--- config.mk ---
export PLATFORM = sky130hd
export DESIGN_NAME = array_multiplier
export DESIGN_NICKNAME = d
export VERILOG_FILES = /design/src/rtl/array_multiplier.sv
export SDC_FILE = /design/constraint.sdc
export NUM_CORES = 1
export LEC_CHECK = 0
export CAP_MARGIN = 5
export CORE_MARGIN = 3
export CORE_UTILIZATION = 45
export DETAILED_ROUTE_END_ITERATION = 8
export DONT_BUFFER_PORTS = 1
export SKIP_CTS_REPAIR_TIMING = 1
export SLEW_MARGIN = 20
export SYNTH_ARGS = -nofsm -noshare
export SYNTH_HDL_FRONTEND = slang
export SYNTH_SLANG_ARGS = --single-unit
--- constraint.sdc ---
create_clock -name clk -period 0.9 [get_ports clk]
set_input_delay 0.18 -clock clk [delete_from_list [all_inputs] [get_ports clk]]
set_output_delay 0.18 -clock clk [all_outputs]
set_load 0.005 [all_outputs]
--- src/rtl/array_multiplier.sv ---
// Unsigned 4x4 carry-propagate array multiplier with a registered 8-bit product
// and a valid flag that travels alongside the data.
module array_multiplier (
   input  logic       clk,
   input  logic       rst_n,
   input  logic       in_valid,
   input  logic [3:0] x,
   input  logic [3:0] y,
   output logic [7:0] product,
   output logic       out_valid
);

   logic [3:0] pp [4];
   logic [7:0] comb_p;
   logic [3:0] acc;
   logic [3:0] row_sum;
   logic       carry;

   logic [7:0] product_d, product_q;
   logic       out_valid_d, out_valid_q;

   // acc holds the upper bits of the previous row's sum with its carry-out as MSB.
   always_comb begin
      for (int i = 0; i < 4; i++) begin
         for (int j = 0; j < 4; j++) begin
            pp[i][j] = x[j] & y[i];
         end
      end

      comb_p    = '0;
      comb_p[0] = pp[0][0];
      acc       = {1'b0, pp[0][3:1]};
      row_sum   = '0;
      carry     = 1'b0;

      for (int k = 1; k < 4; k++) begin
         // Half adder in the LSB position.
         row_sum[0] = acc[0] ^ pp[k][0];
         carry      = acc[0] & pp[k][0];
         for (int j = 1; j < 4; j++) begin
            row_sum[j] = acc[j] ^ pp[k][j] ^ carry;
            carry      = (acc[j] & pp[k][j]) | (acc[j] & carry) | (pp[k][j] & carry);
         end
         comb_p[k] = row_sum[0];
         acc       = {carry, row_sum[3:1]};
      end

      comb_p[7:4] = acc;
   end

   // Product holds when no valid operands arrive; the flag is a single-cycle pulse.
   always_comb begin
      product_d   = product_q;
      out_valid_d = 1'b0;
      if (in_valid) begin
         product_d   = comb_p;
         out_valid_d = 1'b1;
      end
   end

   always_ff @(posedge clk or negedge rst_n) begin
      if (!rst_n) begin
         product_q   <= 8'h00;
         out_valid_q <= 1'b0;
      end else begin
         product_q   <= product_d;
         out_valid_q <= out_valid_d;
      end
   end

   assign product   = product_q;
   assign out_valid = out_valid_q;

endmodule

=== Word-level counts from Yosys, hierarchy flattened ===
Cells that the tools add are included.

* Flip-flop bits (word level): 9

* Muxes and demuxes: 1
* Bitwise operators: 80

{| class="wikitable"
|+ Operators by type and width
! operator !! number
|-
| $and A1 B1 Y1 || 44
|-
| $xor A1 B1 Y1 || 20
|-
| $or A1 B1 Y1 || 16
|-
| $mux W1 || 1
|}

=== Depth between registers and ports, before layout ===
* Depth in word-level cells: 20
* Gate-level depth with buffers: 15
* Mapped depth without buffers: 15

=== Worst setup path after synthesis ===
OpenSTA, ideal clock, no wires.

* Kind: input to register
* From: input y[0]
* To: register product_q[6], in the netlist product[6]
* Library setup time: 0.123 ns
* Arrival: 3.417 ns
* Data required time: 0.777 ns
* Setup slack: -2.640 ns
* Stages on the path: 13
* Path through: and2_1 > ha_1 > fa_1 > inv_1 > fa_1 > inv_1 > fa_1 > inv_1 > fa_1 > fa_1 > fa_1 > fa_1 > mux2i_1

* Word-level cells in the longest chain between the ends: 18
* Elaborated cells between the ends (all ways): 55
* Those cells by class: bitwise (55)

{| class="wikitable"
|+ Ends and longest elaborated chain
! what !! line !! text
|-
| start, declared || 8 || <nowiki>input logic [3:0] y,</nowiki>
|-
| $and A1 B1 Y1 || 26 || <nowiki>pp[i][j] = x[j] & y[i];</nowiki>
|-
| $and A1 B1 Y1 || 39 || <nowiki>carry = acc[0] & pp[k][0];</nowiki>
|-
| $and A1 B1 Y1 || 42 || <nowiki>carry = (acc[j] & pp[k][j]) | (acc[j] & carry) | (pp[k][j] & carry);</nowiki>
|-
| $or A1 B1 Y1 (2 in a row) || 42 ||
|-
| $and A1 B1 Y1 || 42 ||
|-
| $or A1 B1 Y1 (2 in a row) || 42 ||
|-
| $xor A1 B1 Y1 (3 in a row) || 41 || <nowiki>row_sum[j] = acc[j] ^ pp[k][j] ^ carry;</nowiki>
|-
| $and A1 B1 Y1 || 42 ||
|-
| $or A1 B1 Y1 (2 in a row) || 42 ||
|-
| $and A1 B1 Y1 || 42 ||
|-
| $or A1 B1 Y1 (2 in a row) || 42 ||
|-
| $xor A1 B1 Y1 (*) || 41 ||
|-
| end signal, assigned || 66 || <nowiki>product_q <= product_d;</nowiki>
|-
| end, declared || 19 || <nowiki>logic [7:0] product_d, product_q;</nowiki>
|}

Mark *: on every way between the ends. The rest lies on a longest branch, timed or not.
A chain may end at the register's enable or synchronous reset.

=== Worst setup path in the final report ===
Same ends and word-level chain as after synthesis.

==> impl_metrics.env <==
export IMPL_result_of_the_run="finished with violations"
export IMPL_violations="negative setup slack"
export IMPL_core_region_area_um2=1350
export IMPL_synth_top_cell_area_share_pct=33.5
export IMPL_path_buf_inv=3
export IMPL_clk_pin_slew_ns=0.06
export IMPL_synth_fa_ha_area_share_pct=31.2
export IMPL_ys_top_cells_by_count="14 x sky130_fd_sc_hd__inv_1, 9 x sky130_fd_sc_hd__and2_1, 9 x sky130_fd_sc_hd__dfrtp_1"
export IMPL_die_area_um2=2000
export IMPL_ctsHtreeMaxLevel=1
export IMPL_worst_slack_ns=-2.30
export IMPL_final_period_utilization_pct=355
export IMPL_critical_path_startpoint_type="input port"
export IMPL_drv_slew=0
export IMPL_num_antenna_cells=0
export IMPL_yosysUniqueCellTypes=11
export IMPL_drive_gt1_share_pct=30.8
export IMPL_gr_total_overflow=0
export IMPL_syn_cell_area_um2=673
export IMPL_worst_path_max_fanout=4
export IMPL_synthMostInstantiatedCell="sky130_fd_sc_hd__inv_1"
export IMPL_detail_route_iter0_violations=7
export IMPL_cp_arrival_ns=3.34
export IMPL_post_synthesis_compound_gate_area_fraction_pct=0.743
export IMPL_main_combinational_cell_family_by_area_after_synthesis="adder cells"
export IMPL_synthesis_yosys_warnings=0
export IMPL_family_with_the_most_delay_on_the_worst_path="adder cells"
export IMPL_row_count=13
export IMPL_ctsRootBufferMaster="sky130_fd_sc_hd__clkbuf_4"
export IMPL_grt_pass1_wl_um=1760
export IMPL_post_route_min_period_ns=3.20
export IMPL_finalWirelength_um=1070
export IMPL_maxCapViolations=0
export IMPL_clkSinkCount=9
export IMPL_critical_path_cell_chain="and2_4, ha_4, fa_2, inv_2, fa_1, inv_2, fa_2, inv_2, fa_1, fa_2, fa_2, fa_2, mux2i_1"
export IMPL_synth_simple_area_share_pct=12.5
export IMPL_achievable_frequency_mhz=313
export IMPL_worst_slack_at_placement_ns=-2.59
export IMPL_syn_to_final_growth_pct=16.2
export IMPL_dp_cells=74
export IMPL_synth_xor_area_share_pct=0
export IMPL_setup_worst_path_end_class="register"
export IMPL_grt_antenna_before_repair=0
export IMPL_p_leak_nw=0.362
export IMPL_finalNetCount=89
export IMPL_synth_seq_area_share_pct=33.5
export IMPL_timing_worst_slew_pin_value_ns=0.388
export IMPL_timing_critical_path_slowest_stage_cell="sky130_fd_sc_hd__fa_2"
export IMPL_layout_filler_cells=122
export IMPL_clk_path_buf_depth=2
export IMPL_pwr_density_cell_nw_per_um2=1500
export IMPL_final_setup_viol_count=6
export IMPL_top_level_ports=20
export IMPL_irDropWorstVdd_mv=1.17
export IMPL_stdcell_count=80
export IMPL_timing_critical_path_slowest_cell_delay_ns=0.53
export IMPL_postSynthRegisterBits=9
export IMPL_drc=0
export IMPL_synthMuxAreaShare_pct=12.6
export IMPL_report_power_total_w=0.00118
export IMPL_number_of_enable_flip_flop_cells_after_synthesis=0
export IMPL_max_transition_margin_pct=74.0
export IMPL_setup_repair_after_global_routing_missed_its_margin="yes"
export IMPL_critical_path_top_cell_by_count="sky130_fd_sc_hd__fa_2"
export IMPL_routabilityCongestion=0.695
export IMPL_criticalPathCategory="in -> reg"
export IMPL_finClkSkew_ns=0
export IMPL_postSynth_asyncResetShare_pct=100
export IMPL_type_of_the_most_critical_hold_path="in -> reg"
export IMPL_grt_start_max_net_pins=11
export IMPL_initial_core_util_pct=49.9
export IMPL_firstDrtPassIters=2
export IMPL_grt_total_usage_pct=12.9
export IMPL_crit_required_ns=1.04
export IMPL_clock_insertion_delay_worst_skew_ns=0.25
export IMPL_cts_inserted_buffers=3
export IMPL_report_final_hold_viol_count=0
export IMPL_syn_instance_count=60
export IMPL_route_vias_total=397
export IMPL_fp_dieH_um=44.7
export IMPL_postSynthAreaPerCell_um2=11.2
export IMPL_floorplan_die_width_um=44.7
export IMPL_viasPerCell=4.96
export IMPL_drt_wirelength_per_cell_um=13.3
export IMPL_synth_largest_area_cell="sky130_fd_sc_hd__dfrtp_1"
export IMPL_cts_tree="built"
export IMPL_ys_flop_type="sky130_fd_sc_hd__dfrtp_1"
export IMPL_io_buffers=0
export IMPL_dp_hpwl_um=922
export IMPL_via_count_of_the_first_global_routing_pass=403
export IMPL_syn_num_nets=83
export IMPL_antenna_violation_net_count_after_detailed_routing=0
export IMPL_synth_top_cells_by_area="sky130_fd_sc_hd__dfrtp_1 33%, sky130_fd_sc_hd__fa_1 24%, sky130_fd_sc_hd__and2_1 8.4%"
where the power goes:
| part | switching [W] | internal, W |
|---|---|---|
| Clock | 0.000131 | 0.000170 |
| Combinational | 0.000139 | 0.000178 |
| Sequential | 0.0000661 | 0.000494 |
final timing paths:
kind	slack [ns]	to	startpoint	depth (start not counted)
setup / recovery	-2.30	product[6]	y[0]	13
hold / removal	0.02	product[7]	in_valid	1
setup reg to reg	0.12	product[3]	product[3]	1
hold reg to reg	0.54	product[2]	product[2]	1
max in group asynchronous	0.35	product[3]	rst_n	1
min in group asynchronous	0.28	product[6]	rst_n	1
state kept, by name, indices dropped and copies added (netlist names):
register,count
product,8
out_valid,1
kinds of logic (layout without fill, tap and decap cells):
| family | after synthesis | count (layout) |
|---|---|---|
| and+or+nand+nor | 16 | 16 |
| buffers and inverters | 15 | 20 |
| adders and majority gates | 12 | 12 |
| DFF | 9 | 9 |
| muxes | 7 | 7 |
| AOI/OAI and AO/OA | 1 | 1 |
stage by stage:
step                cell area, um2  hold slack, ns  setup TNS (ns)  util, %
floorplan                      728          -0.116          -10.90        -
global placement               736          -0.115          -11.21     54.5
detailed placement             736          -0.115          -11.36     54.5
CTS                            762          -0.397           -9.66     56.4
global route                   782         0.00359           -9.96     57.9
finish                         782          0.0180           -9.61     57.9
cells in the final DEF, fill, tap and decap left out, types with 2 or more instances in the layout:
master	n
sky130_fd_sc_hd__nand2_1	6
sky130_fd_sc_hd__mux2_4	3
sky130_fd_sc_hd__fa_1	3
sky130_fd_sc_hd__fa_2	5
sky130_fd_sc_hd__and2_1	7
sky130_fd_sc_hd__ha_4	3
sky130_fd_sc_hd__inv_2	4
sky130_fd_sc_hd__mux2i_1	4
sky130_fd_sc_hd__dfrtp_1	9
sky130_fd_sc_hd__dlygate4sd3_1	2
sky130_fd_sc_hd__clkbuf_4	3
sky130_fd_sc_hd__inv_1	10
sky130_fd_sc_hd__and2_4	2
metal layers:
layer  global-route usage (%)  part of all wire (%)
met1                     14.6                    42
met2                     20.1                    48
met3                     6.91                   8.6
met4                     5.42                   1.3
met5                        0                     0
layout make-up:
| class | count | area, um2 | area share [%] |
|---|---|---|---|
| sequential | 9 | 225 | 28.8 |
| multi-input combinational | 36 | 439 | 56.2 |
| timing repair buffer | 2 | 20.0 | 2.56 |
| tap | 15 | 18.8 | 2.40 |
| inverter | 14 | 52.6 | 6.72 |
| clock buffer | 4 | 26.3 | 3.36 |
(Power assumes the default switching activity.)
